$ cat config.mk
export PLATFORM = sky130hd
export DESIGN_NAME = ro_slot_gen
export DESIGN_NICKNAME = d
export VERILOG_FILES = /design/src/rtl/ro_pkg.sv /design/src/rtl/gray_edge_det.sv /design/src/rtl/ro_slot_gen.sv
export SDC_FILE = /design/constraint.sdc
export NUM_CORES = 1
export LEC_CHECK = 0
export CAP_MARGIN = 10
export CELL_PAD_IN_SITES_DETAIL_PLACEMENT = 2
export CELL_PAD_IN_SITES_GLOBAL_PLACEMENT = 2
export CORE_MARGIN = 1.5
export CORE_UTILIZATION = 31
export DETAILED_ROUTE_END_ITERATION = 12
export DONT_BUFFER_PORTS = 1
export GPL_TIMING_DRIVEN = 0
export PLACE_DENSITY = 0.82
export SETUP_SLACK_MARGIN = 0.3
export SLEW_MARGIN = 10
export SYNTH_ARGS = -nofsm -noshare
export SYNTH_HDL_FRONTEND = slang
export SYNTH_HIERARCHICAL = 1
export SYNTH_SLANG_ARGS = --single-unit
$ cat constraint.sdc
create_clock -name clk -period 1.3 [get_ports clk]
set_clock_uncertainty 0.05 [all_clocks]
set_input_delay 0.26 -clock clk [delete_from_list [all_inputs] [get_ports clk]]
set_output_delay 0.26 -clock clk [all_outputs]
set_load 0.03 [all_outputs]
$ cat src/rtl/ro_pkg.sv
// Shared types and helpers for the readout slot generators.
package ro_pkg;

  localparam logic MODE_PASS  = 1'b0;
  localparam logic MODE_LATCH = 1'b1;

  typedef enum logic {
    IDLE = 1'b0,
    SLOT = 1'b1
  } slot_state_e;

  // Counter width able to hold the value win (0..win inclusive).
  function automatic int cnt_w(input int win);
    return $clog2(win + 1);
  endfunction

endpackage

$ cat src/rtl/gray_edge_det.sv
// Detects any toggle of gray[IDX], suppressed during the first cycle after reset.
module gray_edge_det #(
  parameter int GW  = 17,
  parameter int IDX = 5
) (
  input  logic          clk,
  input  logic          rst,
  input  logic [GW-1:0] gray,
  output logic          tog
);

  // Bit selection through a one-hot mask keeps the whole bus in the cone.
  localparam logic [GW-1:0] SEL_MASK = GW'(1) << IDX;

  logic g_q;
  logic primed;
  logic g_sel;

  assign g_sel = |(gray & SEL_MASK);

  always_ff @(posedge clk) begin
    if (rst) begin
      g_q    <= 1'b0;
      primed <= 1'b0;
    end else begin
      g_q    <= g_sel;
      primed <= 1'b1;
    end
  end

  assign tog = primed & (g_sel ^ g_q);

endmodule

$ cat src/rtl/ro_slot_gen.sv
// Opens a WIN-cycle readout slot on each toggle of gray[IDX]; drives live or latched channel data.
module ro_slot_gen
  import ro_pkg::*;
#(
  parameter int NCH = 2,
  parameter int GW  = 17,
  parameter int IDX = 5,
  parameter int WIN = 4
) (
  input  logic           clk,
  input  logic           rst,
  input  logic           en,
  input  logic           mode,
  input  logic [GW-1:0]  gray,
  input  logic [NCH-1:0] in_pol,
  input  logic [NCH-1:0] in_pol_eve,
  input  logic           clr_ovr,
  output logic [NCH-1:0] out_pol,
  output logic [NCH-1:0] out_pol_eve,
  output logic           oe,
  output logic           strb,
  output logic           ovr
);

  localparam int            CW   = cnt_w(WIN);
  localparam logic [CW-1:0] LAST = CW'(WIN - 1);

  if (IDX < 0 || IDX >= GW) begin : g_bad_idx
    $error("ro_slot_gen: IDX must lie in 0..GW-1");
  end
  if (WIN < 1 || WIN > 255) begin : g_bad_win
    $error("ro_slot_gen: WIN must lie in 1..255");
  end

  logic tog;

  gray_edge_det #(
    .GW (GW),
    .IDX(IDX)
  ) u_edge (
    .clk (clk),
    .rst (rst),
    .gray(gray),
    .tog (tog)
  );

  slot_state_e    state_q, state_d;
  logic [CW-1:0]  cnt_q, cnt_d;
  logic           strb_q, strb_d;
  logic           ovr_q, ovr_set;
  logic           load;
  logic           open;
  logic           mode_q;
  logic [NCH-1:0] hold_pol_q, hold_eve_q;

  // en only gates slot opening; a running slot ignores it.
  assign open = tog & en;

  always_comb begin
    state_d = state_q;
    cnt_d   = cnt_q;
    strb_d  = 1'b0;
    ovr_set = 1'b0;
    load    = 1'b0;
    unique case (state_q)
      IDLE: begin
        if (open) begin
          state_d = SLOT;
          cnt_d   = '0;
          strb_d  = 1'b1;
          load    = 1'b1;
        end
      end
      SLOT: begin
        if (open) begin
          // Restart at the natural end is a legal back-to-back slot.
          cnt_d   = '0;
          strb_d  = 1'b1;
          load    = 1'b1;
          ovr_set = (cnt_q != LAST);
        end else if (cnt_q == LAST) begin
          state_d = IDLE;
          cnt_d   = '0;
        end else begin
          cnt_d = cnt_q + CW'(1);
        end
      end
      default: state_d = IDLE;
    endcase
  end

  always_ff @(posedge clk) begin
    if (rst) begin
      state_q    <= IDLE;
      cnt_q      <= '0;
      strb_q     <= 1'b0;
      ovr_q      <= 1'b0;
      mode_q     <= MODE_PASS;
      hold_pol_q <= '0;
      hold_eve_q <= '0;
    end else begin
      state_q <= state_d;
      cnt_q   <= cnt_d;
      strb_q  <= strb_d;
      if (ovr_set)      ovr_q <= 1'b1;
      else if (clr_ovr) ovr_q <= 1'b0;
      if (load) begin
        mode_q     <= mode;
        hold_pol_q <= in_pol;
        hold_eve_q <= in_pol_eve;
      end
    end
  end

  assign oe   = (state_q == SLOT);
  assign strb = strb_q;
  assign ovr  = ovr_q;

  always_comb begin
    out_pol     = '0;
    out_pol_eve = '0;
    if (oe) begin
      if (mode_q == MODE_LATCH) begin
        out_pol     = hold_pol_q;
        out_pol_eve = hold_eve_q;
      end else begin
        out_pol     = in_pol;
        out_pol_eve = in_pol_eve;
      end
    end
  end

endmodule

# Word level (Yosys, flattened, before mapping)
# Index checks and enable logic that the tools add are counted.
# Widths: inputs -> output; s select.
[word_totals]
elab_cells = 35
in_bits = 26
register_bits = 13
out_inout_bits = 7
[classes]
eq_ne = 3
n_bitwise = 4
reduce_logical = 1
muxes = 17
add_sub_neg = 1
[ops]
columns = ["cell", "count"]
rows = [
  ["$mux 3", 3],
  ["$mux 1", 8],
  ["$mux 2", 4],
  ["$pmux 3 s2", 1],
  ["$add 3x1->3 const B", 1],
  ["$eq 3x2->1 const B", 1],
  ["$ne 3x2->1 const B", 1],
  ["$and 1x1->1", 2],
  ["$ne 2x2->1 const B", 1],
  ["$pmux 1 s2", 1],
  ["$reduce_bool 2->1", 1],
  ["$not 1->1", 1],
  ["$xor 1x1->1", 1],
]

# Logic depth before layout (Yosys ltp)
# Gate-level depths: netlist (run 1).
[logic_depth]
word_depth = 6
depth_mapped = 5
ltp_nobuf = 5

# Hierarchy
# Netlist (run 1), hierarchy kept.
[by_module_without_submodules]
columns = ["mod", "cells_each", "instances", "seq_area_each_um2", "area_each_um2"]
rows = [
  ["ro_slot_gen", 42, 1, 220.2, 464.2],
  ["gray_edge_det", 6, 1, 40.0, 65.1],
]

# Least setup slack after synthesis (run 1)
# No wires, ideal clock.
[synth_path]
kind = "register to output"
startpoint = "register state_q (netlist: oe)"
endpoint = "output port out_pol[0]"
required_ns = 0.990
path_slack_ns = -0.205
n_path_buf = 1
t_arrival_ns = 1.195
stages_incl_launch_ff = 3
path_cell_list = "dfxtp_1 -> buf_2 -> nor2b_1"
[synth_via]
elab_chain_cells = 1
[synth_rtl]
columns = ["element", "line_no", "source"]
rows = [
  ["from (decl)", "ro_slot_gen.sv:47", "slot_state_e state_q, state_d;"],
  ["from (signal assigned)", "ro_slot_gen.sv:102", "state_q <= state_d;"],
  ["$mux 2", "ro_slot_gen.sv:122", "if (oe) begin"],
  ["to (decl)", "ro_slot_gen.sv:18", "output logic [NCH-1:0] out_pol,"],
]
# No other way between the ends.

# Worst setup path in the final report (run 1)
[layout_path]
startpoint = "register mode_q"
endpoint = "output port out_pol_eve[1]"
[layout_via]
elab_chain_cells = 2
[layout_rtl]
columns = ["element", "line_no", "source"]
rows = [
  ["from (decl)", "ro_slot_gen.sv:53", "logic mode_q;"],
  ["from (signal assigned)", "ro_slot_gen.sv:108", "mode_q <= mode;"],
  ["$mux 2", "ro_slot_gen.sv:123", "if (mode_q == MODE_LATCH) begin"],
  ["$mux 2", "ro_slot_gen.sv:122", ""],
  ["to (decl)", "ro_slot_gen.sv:19", "output logic [NCH-1:0] out_pol_eve,"],
]
# No other way between the ends.

==> results.cfg, run 1 <==
[global_route]
grt_util_all_layers = 0.1398
antenna_found_initial = 0
grt.overflow.total = 0
grt_start_max_net_pins = 11
grt_pass1_wl_mm = 1.897
grt_pass1_vias = 408

[sta]
drv_slew = 0
setup_viol = 4
worst_slew_pin_slew_ns = 0.2438
slew_headroom = 0.8371
hold_viol = 0
rsz0062_at_grt = true
period_minus_slack_ns = 1.428
max_clock_freq_mhz = 700.3
fin_crit_sh = 1.098
setup_ws_ns = -0.1279

[floorplanning]
start_util = 0.3395
placementRows = 14
ios = 33
core_area_um2 = 1559
die-width_um = 44.32
die_h_um = 44.32
die_area_um2 = 1964

[synth]
synth_xor_xnor_area_share = 0.01655
synth_compound_area_frac = 0.1608
syn_area_um2 = 529.3
yosysMostFrequentCell = dfxtp_1
synthAdderAreaFrac = 0.02364
synth_cell_types = 20
synth_cells = 48
ys_async_sr_fraction = 0
synth_warnings = 6
synthFlopType = dfxtp_1
seq_area_frac_synth = 0.4917
synth.area.top_cells = dfxtp_1, a22o_2, mux2i_1
synth_area_leader_cell = dfxtp_1
synth_top_area_share = 0.4917
syn_avg_cell_area_um2 = 11.03
synth_top_family_by_area = simple AND/OR/NAND/NOR gates
synthTopCellsByCount = dfxtp_1, nor2b_1, a22o_2, mux2i_1
muxShareOfSynthArea = 0.09456
synth_enable_flop_cells = 0
yosys.area_share.simple = 0.1868
syn-num-nets = 75
ys_ff_latch = 13

[finish]
drive_above_1_share = 0.5926
fin_area_um2 = 699.4
n_antenna_cell = 0
postLayoutCoreUtil = 0.4486
area_delta_synth_final_pct = 32.15
nets = 82

[critical_path]
end_kind = output port
rr_startpoint = u_edge/g_q$_SDFF_PP0_
endpoint = out_pol_eve[1]
path_class = reg -> out
reg2regPathDepth = 5
startpoint = mode_q$_SDFFE_PP0P_
critPathLaunchType = flop
required_ns = 0.99
reg2reg_slack_ns = 0.13
worstPathArrival_ns = 1.12
crit_fanout = 5
timing.rr.end = ovr$_SDFFE_PP0P_

[clocking]
cts-root-buf = clkbuf_4
cts_max_level = 1
cts_max_path_buffers = 2
cts_inserted_buffers = 3
clock_latency_ns = 0.27
cts_tree = yes
clkTransAtPathRegs_ns = 0.08
numClockSinks = 13

[outcome]
outcome = finished with violations
violations = DRC, setup timing

[power_and_ir_drop]
power.density_nw_per_um2 = 1111
leakage_nw = 0.2592
vdd.ir_drop.worst_v = 0.0004708

[run]
max_cap_viol_count = 0

[route]
drtIter0Drc = 7
drt-total-wl_mm = 1.140
ant_nets = 0
vias_per_cell = 5.243
drc = 2
dr.pass1.iters = 8
wl_per_cell_um = 16.29
route.vias.total = 367

[placed_design]
placedInstanceArea_um2 = 626.9
dp_hpwl_um = 791.8
gp_congestion = 0.6071
port_buffers = 0

[hold_path]
worstHoldPathType = in -> reg
logic make-up after synthesis:
logic type	after synthesis
simple gates	16
buf+inv	3
mux	5
xor+xnor	1
fa+ha+maj	1
compound gates	9
flops	13
flip-flops by register name (all words and copies together) (netlist names):
signal,cells
ovr,1
u_edge/primed,1
strb,1
mode_q,1
hold_eve_q,2
cnt_q,3
hold_pol_q,2
oe,1
u_edge/g_q,1
power by group:
part / internal [mW] / switching [mW]
logic: 0.0557 / 0.0504
registers: 0.411 / 0.0161
clock network: 0.119 / 0.126
layer usage:
layer | track usage | vias to the layer above | routed length (um)
li1 | - | 178 | -
met1 | 0.1671 | 176 | 483
met2 | 0.2265 | 11 | 580
met3 | 0.04082 | 2 | 61
met4 | 0.07273 | 0 | 14
met5 | 0 | - | 0
through the flow:
| step | setup slack [ns] | total power [mW] | setup TNS [ns] | instances | hold WS [ns] |
|---|---|---|---|---|---|
| 2_1_floorplan | 0.2120 | 0.5215 | 0 | 48 | 0.2665 |
| 3_3_place_gp | 0.1465 | 0.5312 | 0 | 64 | 0.2673 |
| 3_5_place_dp | 0.1282 | 0.5343 | 0 | 64 | 0.2734 |
| 4_1_cts | -0.1272 | 0.7880 | -0.4735 | 70 | 0.001053 |
| 5_1_grt | -0.1684 | 0.8189 | -0.6564 | 70 | 0.0006090 |
| 6_report | -0.1279 | 0.7770 | -0.4563 | 70 | 0.01547 |
cell usage in the layout, fill, tap and decap left out, types with 2 or more instances in the layout:
cell,instances
dfxtp_1,7
a22o_2,5
nor2b_4,4
buf_6,3
mux2i_2,3
clkbuf_4,3
dfxtp_2,3
dfxtp_4,3
nor2b_1,2
nand2b_1,2
nand2_1,2
cell type report:
class | instances | area, um^2
Sequential cell | 13 | 275.3
Timing Repair Buffer | 2 | 21.27
Fill cell | 163 | 859.6
Inverter | 1 | 3.754
Tap cell | 16 | 20.02
Clock buffer | 4 | 26.28
Multi-Input combinational cell | 32 | 330.3
Buffer | 2 | 22.52
worst max-delay path: stages, from the launching register on:
cell and delay [ns]:
dfxtp_2 0.32, buf_6 0.13, mux2i_4 0.18, nor2b_4 0.22
worst min-delay path by stage:
stage,slack (ns),from,cells after the start,end
global placement,0.27,rst,1,u_edge/primed$_DFF_P_
global route,0.0006,rst,1,u_edge/primed$_DFF_P_
detailed placement,0.27,rst,1,oe$_SDFF_PP0_
floorplan,0.27,rst,1,u_edge/primed$_DFF_P_
CTS,0.001,rst,1,u_edge/primed$_DFF_P_
finish,0.02,rst,1,u_edge/primed$_DFF_P_
what timing repair did:
action / CTS / global route
buffers inserted: 1 / 0
hold buffers: 1 / 0
endpoints found under the setup margin: 17 / 17
gates resized for setup: 6 / 4
pin swaps: 6 / 0
endpoints found under the hold margin: 2 / 0
(Power assumes the default switching activity.)
==> inputs of run 2 (changes only) <==
Settings changed: SLEW_MARGIN 10 to 20, TNS_END_PERCENT set to 30.
==> run 2 against run 1 <==
Compared with the run above:
- flip-flop and latch count did not move
- sequential share of layout area fell by 0.18 points
- critical path depth did not move
- the run ends with setup timing left
- worst hold slack improved by 0.033 ns
- critical endpoint is now out_pol_eve[0]
- count of clock-buffer cells in the layout did not move
- via count fell by 1.1%
- sequential power barely moved
- clock power rose by 6%
==> results.cfg, run 2 (synthesized netlist as in run 1, its figures left out) <==
[global_route]
grt_util_all_layers = 0.1525
grt_pass1_vias = 390
grt_pass1_wl_mm = 1.980
grt_start_max_net_pins = 11
grt.overflow.total = 0
antenna_found_initial = 0

[route]
top_layer = met4
drt-total-wl_mm = 1.213
drc = 0
wl_met1_um = 497
wl_met2_um = 628
wl_per_cell_um = 17.58
dr.pass1.iters = 2
met3WireLength_um = 77
vias_per_cell = 5.261
route.vias.total = 363
drtIter0Drc = 2
ant_nets = 0

[critical_path]
end_kind = output port
critPathLaunchType = flop
worstPathArrival_ns = 1.16
required_ns = 0.99
path_class = reg -> out
crit_fanout = 5

[clocking]
cts-root-buf = clkbuf_4
cts_setup_buffers = 0
cts_inserted_buffers = 3
clkTransAtPathRegs_ns = 0.08
cts_max_path_buffers = 2
cts_tree = yes
cts_max_level = 1
clock_latency_ns = 0.28
numClockSinks = 13

[sta]
slew_headroom = 0.8306
fin_crit_sh = 1.133
whs_ns = 0.04882
max_clock_freq_mhz = 679.2
drv_slew = 0
setup_viol = 4
rsz0062_at_grt = true
period_minus_slack_ns = 1.472
setup_ws_ns = -0.1723
hold_viol = 0
worst_slew_pin_slew_ns = 0.2536

[power_and_ir_drop]
total_power_uw = 790.3
vdd.ir_drop.worst_v = 0.0005387
pwr-share-clk = 0.327
p_sw_uw = 208.2
power.density_nw_per_um2 = 1130
leakage_nw = 0.2522
intPower_uw = 582.1
power.share.combinational = 0.133
power_frac_seq = 0.540
netSwitchingFraction = 0.2635

[finish]
largest_register_ffs = 3
final_cell_mix = dfxtp_1, a22o_2, nor2b_4
multi_input_area_um2 = 342.8
seq_area_um2 = 274.0
fill_cells = 163
regMostFlops = cnt_q
n_antenna_cell = 0
top_regs = cnt_q x3, hold_eve_q x2, hold_pol_q x2
area_delta_synth_final_pct = 32.15
final_common_cell = dfxtp_1
nets = 81
drive_above_1_share = 0.6038

[floorplanning]
start_util = 0.3395
placementRows = 14
die_h_um = 44.32
die-width_um = 44.32
die_area_um2 = 1964
ios = 33
core_area_um2 = 1559

[hold_path]
worstHoldPathType = in -> reg

[placed_design]
gp_congestion = 0.5957
dp_hpwl_um = 857.5
port_buffers = 0

[run]
max_cap_viol_count = 0

[outcome]
outcome = finished with violations
violations = setup timing
## run 2: per-stage QoR
step	TNS, ns	cell area (um^2)	std cells	util	setup slack (ns)
final	-0.5642	699.4	69	0.4486	-0.1723
after global routing	-0.7411	699.4	69	0.4486	-0.2060
after CTS	-0.6177	679.4	69	0.4358	-0.1878
after detailed placement	0	625.6	64	0.4013	0.1212
after global placement	0	625.6	64	0.4013	0.1539
after floorplan	0	605.6	48	-	0.2120
## run 2: critical path: stages (launching register included)
cell,delay [ns]
dfxtp_1,0.31
buf_6,0.14
mux2i_4,0.19
nor2b_4,0.23
## run 2: area by class of cell
cell class	instances	area share
plain buffers	2	0.03220
clock buffers	4	0.03757
inverters	1	0.005367
multi-input cells	32	0.4902
flip-flops and latches	13	0.3918
well taps	16	0.02862
repair buffers	1	0.01431
## run 2: repair_timing
item	in CTS	in global routing
hold endpoints to repair	4	0
hold buffers	1	0
pin swaps	5	8
gates resized for setup	6	5
setup endpoints to repair	17	18
## run 2: layer usage
metal	vias to the layer above	track usage
li1	174	-
met1	173	0.1772
met2	14	0.2324
met3	2	0.07755
met4	0	0.07273
met5	-	0
## run 2: power groups by stage
stage                     clock network [mW]  registers (mW)  logic, mW
after floorplan                            0           0.436     0.0851
after global routing                   0.285           0.428      0.114
after detailed placement                   0           0.438     0.0972
final                                  0.259           0.427      0.105
after CTS                              0.266           0.427      0.105
after global placement                     0           0.437     0.0935
## run 2: final timing paths
kind / from / end / slack, ns / cells past startpoint
max reg2reg: u_edge/g_q$_SDFF_PP0_ / ovr$_SDFFE_PP0P_ / 0.11 / 5
min: in_pol_eve[1] / hold_eve_q[1]$_SDFFE_PP0P_ / 0.05 / 1
min reg2reg: cnt_q[0]$_SDFFE_PP0P_ / cnt_q[0]$_SDFFE_PP0P_ / 0.45 / 2
max: mode_q$_SDFFE_PP0P_ / out_pol_eve[0] / -0.17 / 3
==> inputs of run 3 (changes only) <==
Clock period 1.3 ns to 1.5 ns, I/O delays scaled along.
==> run 3 against run 2 <==
Compared with the run above:
- the run still ends with setup timing left
- sequential power fell by 13%
- utilization fell by 0.56 points
- worst setup slack better by 0.17 ns
- die area did not move
- global-route usage down 0.75 points
- sequential share of layout area down 0.59 points
- first-iteration DRC count did not move
- largest cell class unchanged
- largest power group unchanged
==> results.cfg, run 3 (synthesized netlist as in run 1, its figures left out) <==
[outcome]
outcome = finished with violations
violations = setup timing

[sta]
finalSetupTns_ns = -0.01190
fin_crit_sh = 1.003
drv_slew = 0
period_minus_slack_ns = 1.504
setup_viol = 4
hold_viol = 0
setup_ws_ns = -0.003966
rsz0062_at_grt = true
worst_slew_pin_slew_ns = 0.3207
max_clock_freq_mhz = 664.9
slew_headroom = 0.7859

[route]
wl_per_cell_um = 15.62
drt-total-wl_mm = 1.062
route.vias.total = 366
ant_nets = 0
vias_per_cell = 5.382
drc = 0
drtIter0Drc = 2
dr.pass1.iters = 5

[clocking]
cts_inserted_buffers = 3
cts-root-buf = clkbuf_4
cts_max_level = 1
clock_latency_ns = 0.27
cts_max_path_buffers = 2
numClockSinks = 13
cts_tree = yes
clkTransAtPathRegs_ns = 0.08
ctsHoldBuffers = 0

[placed_design]
port_buffers = 0
gp_congestion = 0.5712
dp_slack_ns = 0.1775
place_inst = 64

[critical_path]
required_ns = 1.15
critPathLaunchType = flop
crit_fanout = 5
end_kind = output port
worstPathArrival_ns = 1.15
path_class = reg -> out

[finish]
regMostFlops = cnt_q
fill_cells = 163
final_cell_mix = dfxtp_1, a22o_2, mux2i_4, nor2b_4, clkbuf_4
instances_no_fill = 68
drive_above_1_share = 0.5192
final_common_cell = dfxtp_1
n_antenna_cell = 0
area_delta_synth_final_pct = 30.50
nets = 80
top_regs = cnt_q x3, hold_eve_q x2, hold_pol_q x2
largest_register_ffs = 3

[power_and_ir_drop]
power_frac_seq = 0.550
p_sw_uw = 174.2
power.density_nw_per_um2 = 983.3
vdd.ir_drop.worst_v = 0.0004453
pwr-share-clk = 0.318
intPower_uw = 504.9
power.share.combinational = 0.132
leakage_nw = 0.2504
netSwitchingFraction = 0.2565

[run]
max_cap_viol_count = 0

[hold_path]
worstHoldPathType = in -> reg

[global_route]
grt_util_all_layers = 0.1450
grt_start_max_net_pins = 11
grt_pass1_wl_mm = 1.883
antenna_found_initial = 0
grt.overflow.total = 0
grt_pass1_vias = 400

[floorplanning]
core_area_um2 = 1559
ios = 33
die_area_um2 = 1964
placementRows = 14
die_h_um = 44.32
die-width_um = 44.32
start_util = 0.3395
run 3: power by group through the flow:
stage | combinational [mW] | clock (mW) | sequential (mW)
floorplan | 0.0622 | 0 | 0.377
global placement | 0.0692 | 0 | 0.378
detailed placement | 0.0722 | 0 | 0.379
CTS | 0.0813 | 0.227 | 0.372
global route | 0.0976 | 0.242 | 0.375
finish | 0.0898 | 0.216 | 0.373
run 3: per-stage QoR:
stage / hold WS, ns / instance area [um^2] / power [mW] / utilization
after floorplan: 0.3065 / 563.0 / 0.4393 / -
after global placement: 0.3071 / 583.1 / 0.4474 / 0.3740
after detailed placement: 0.3164 / 583.1 / 0.4508 / 0.3740
after CTS: 0.01217 / 646.9 / 0.6798 / 0.4149
after global routing: 0.01713 / 690.7 / 0.7152 / 0.4430
final: 0.02424 / 690.7 / 0.6791 / 0.4430
run 3: metal layers:
metal  wire (um)  GRT usage  vias up
li1            -          -      173
met1         451     0.1777      178
met2         540     0.2088       13
met3          62    0.06122        2
met4           8    0.09091        0
met5           0          0        -
run 3: final timing paths:
path	slack, ns	startpoint	depth (start not counted)	end
setup reg to reg	0.31	u_edge/g_q$_SDFF_PP0_	5	ovr$_SDFFE_PP0P_
hold / removal	0.02	rst	1	oe$_SDFF_PP0_
hold reg to reg	0.43	cnt_q[2]$_SDFFE_PP0P_	1	cnt_q[2]$_SDFFE_PP0P_
setup / recovery	-0.004	mode_q$_SDFFE_PP0P_	3	out_pol_eve[1]
run 3: cell type report:
cell class	count	area, um^2	area share
Tap cell	16	20.02	0.02899
Inverter	1	3.754	0.005435
Sequential cell	13	266.5	0.3859
Clock buffer	3	22.52	0.03261
Clock inverter	1	5.005	0.007246
Buffer	2	22.52	0.03261
Multi-Input combinational cell	32	350.3	0.5072
run 3: repair_timing:
item / in CTS / in global routing
buffers inserted: 0 / 0
endpoints found under the hold margin: 0 / 0
gates resized for setup: 9 / 8
pin swaps: 0 / 11
setup endpoints to repair: 13 / 14
run 3: worst max-delay path: stages, from the launching register on:
cell and delay, ns:
dfxtp_2 0.33, buf_6 0.14, mux2i_4 0.19, nor2b_4 0.22
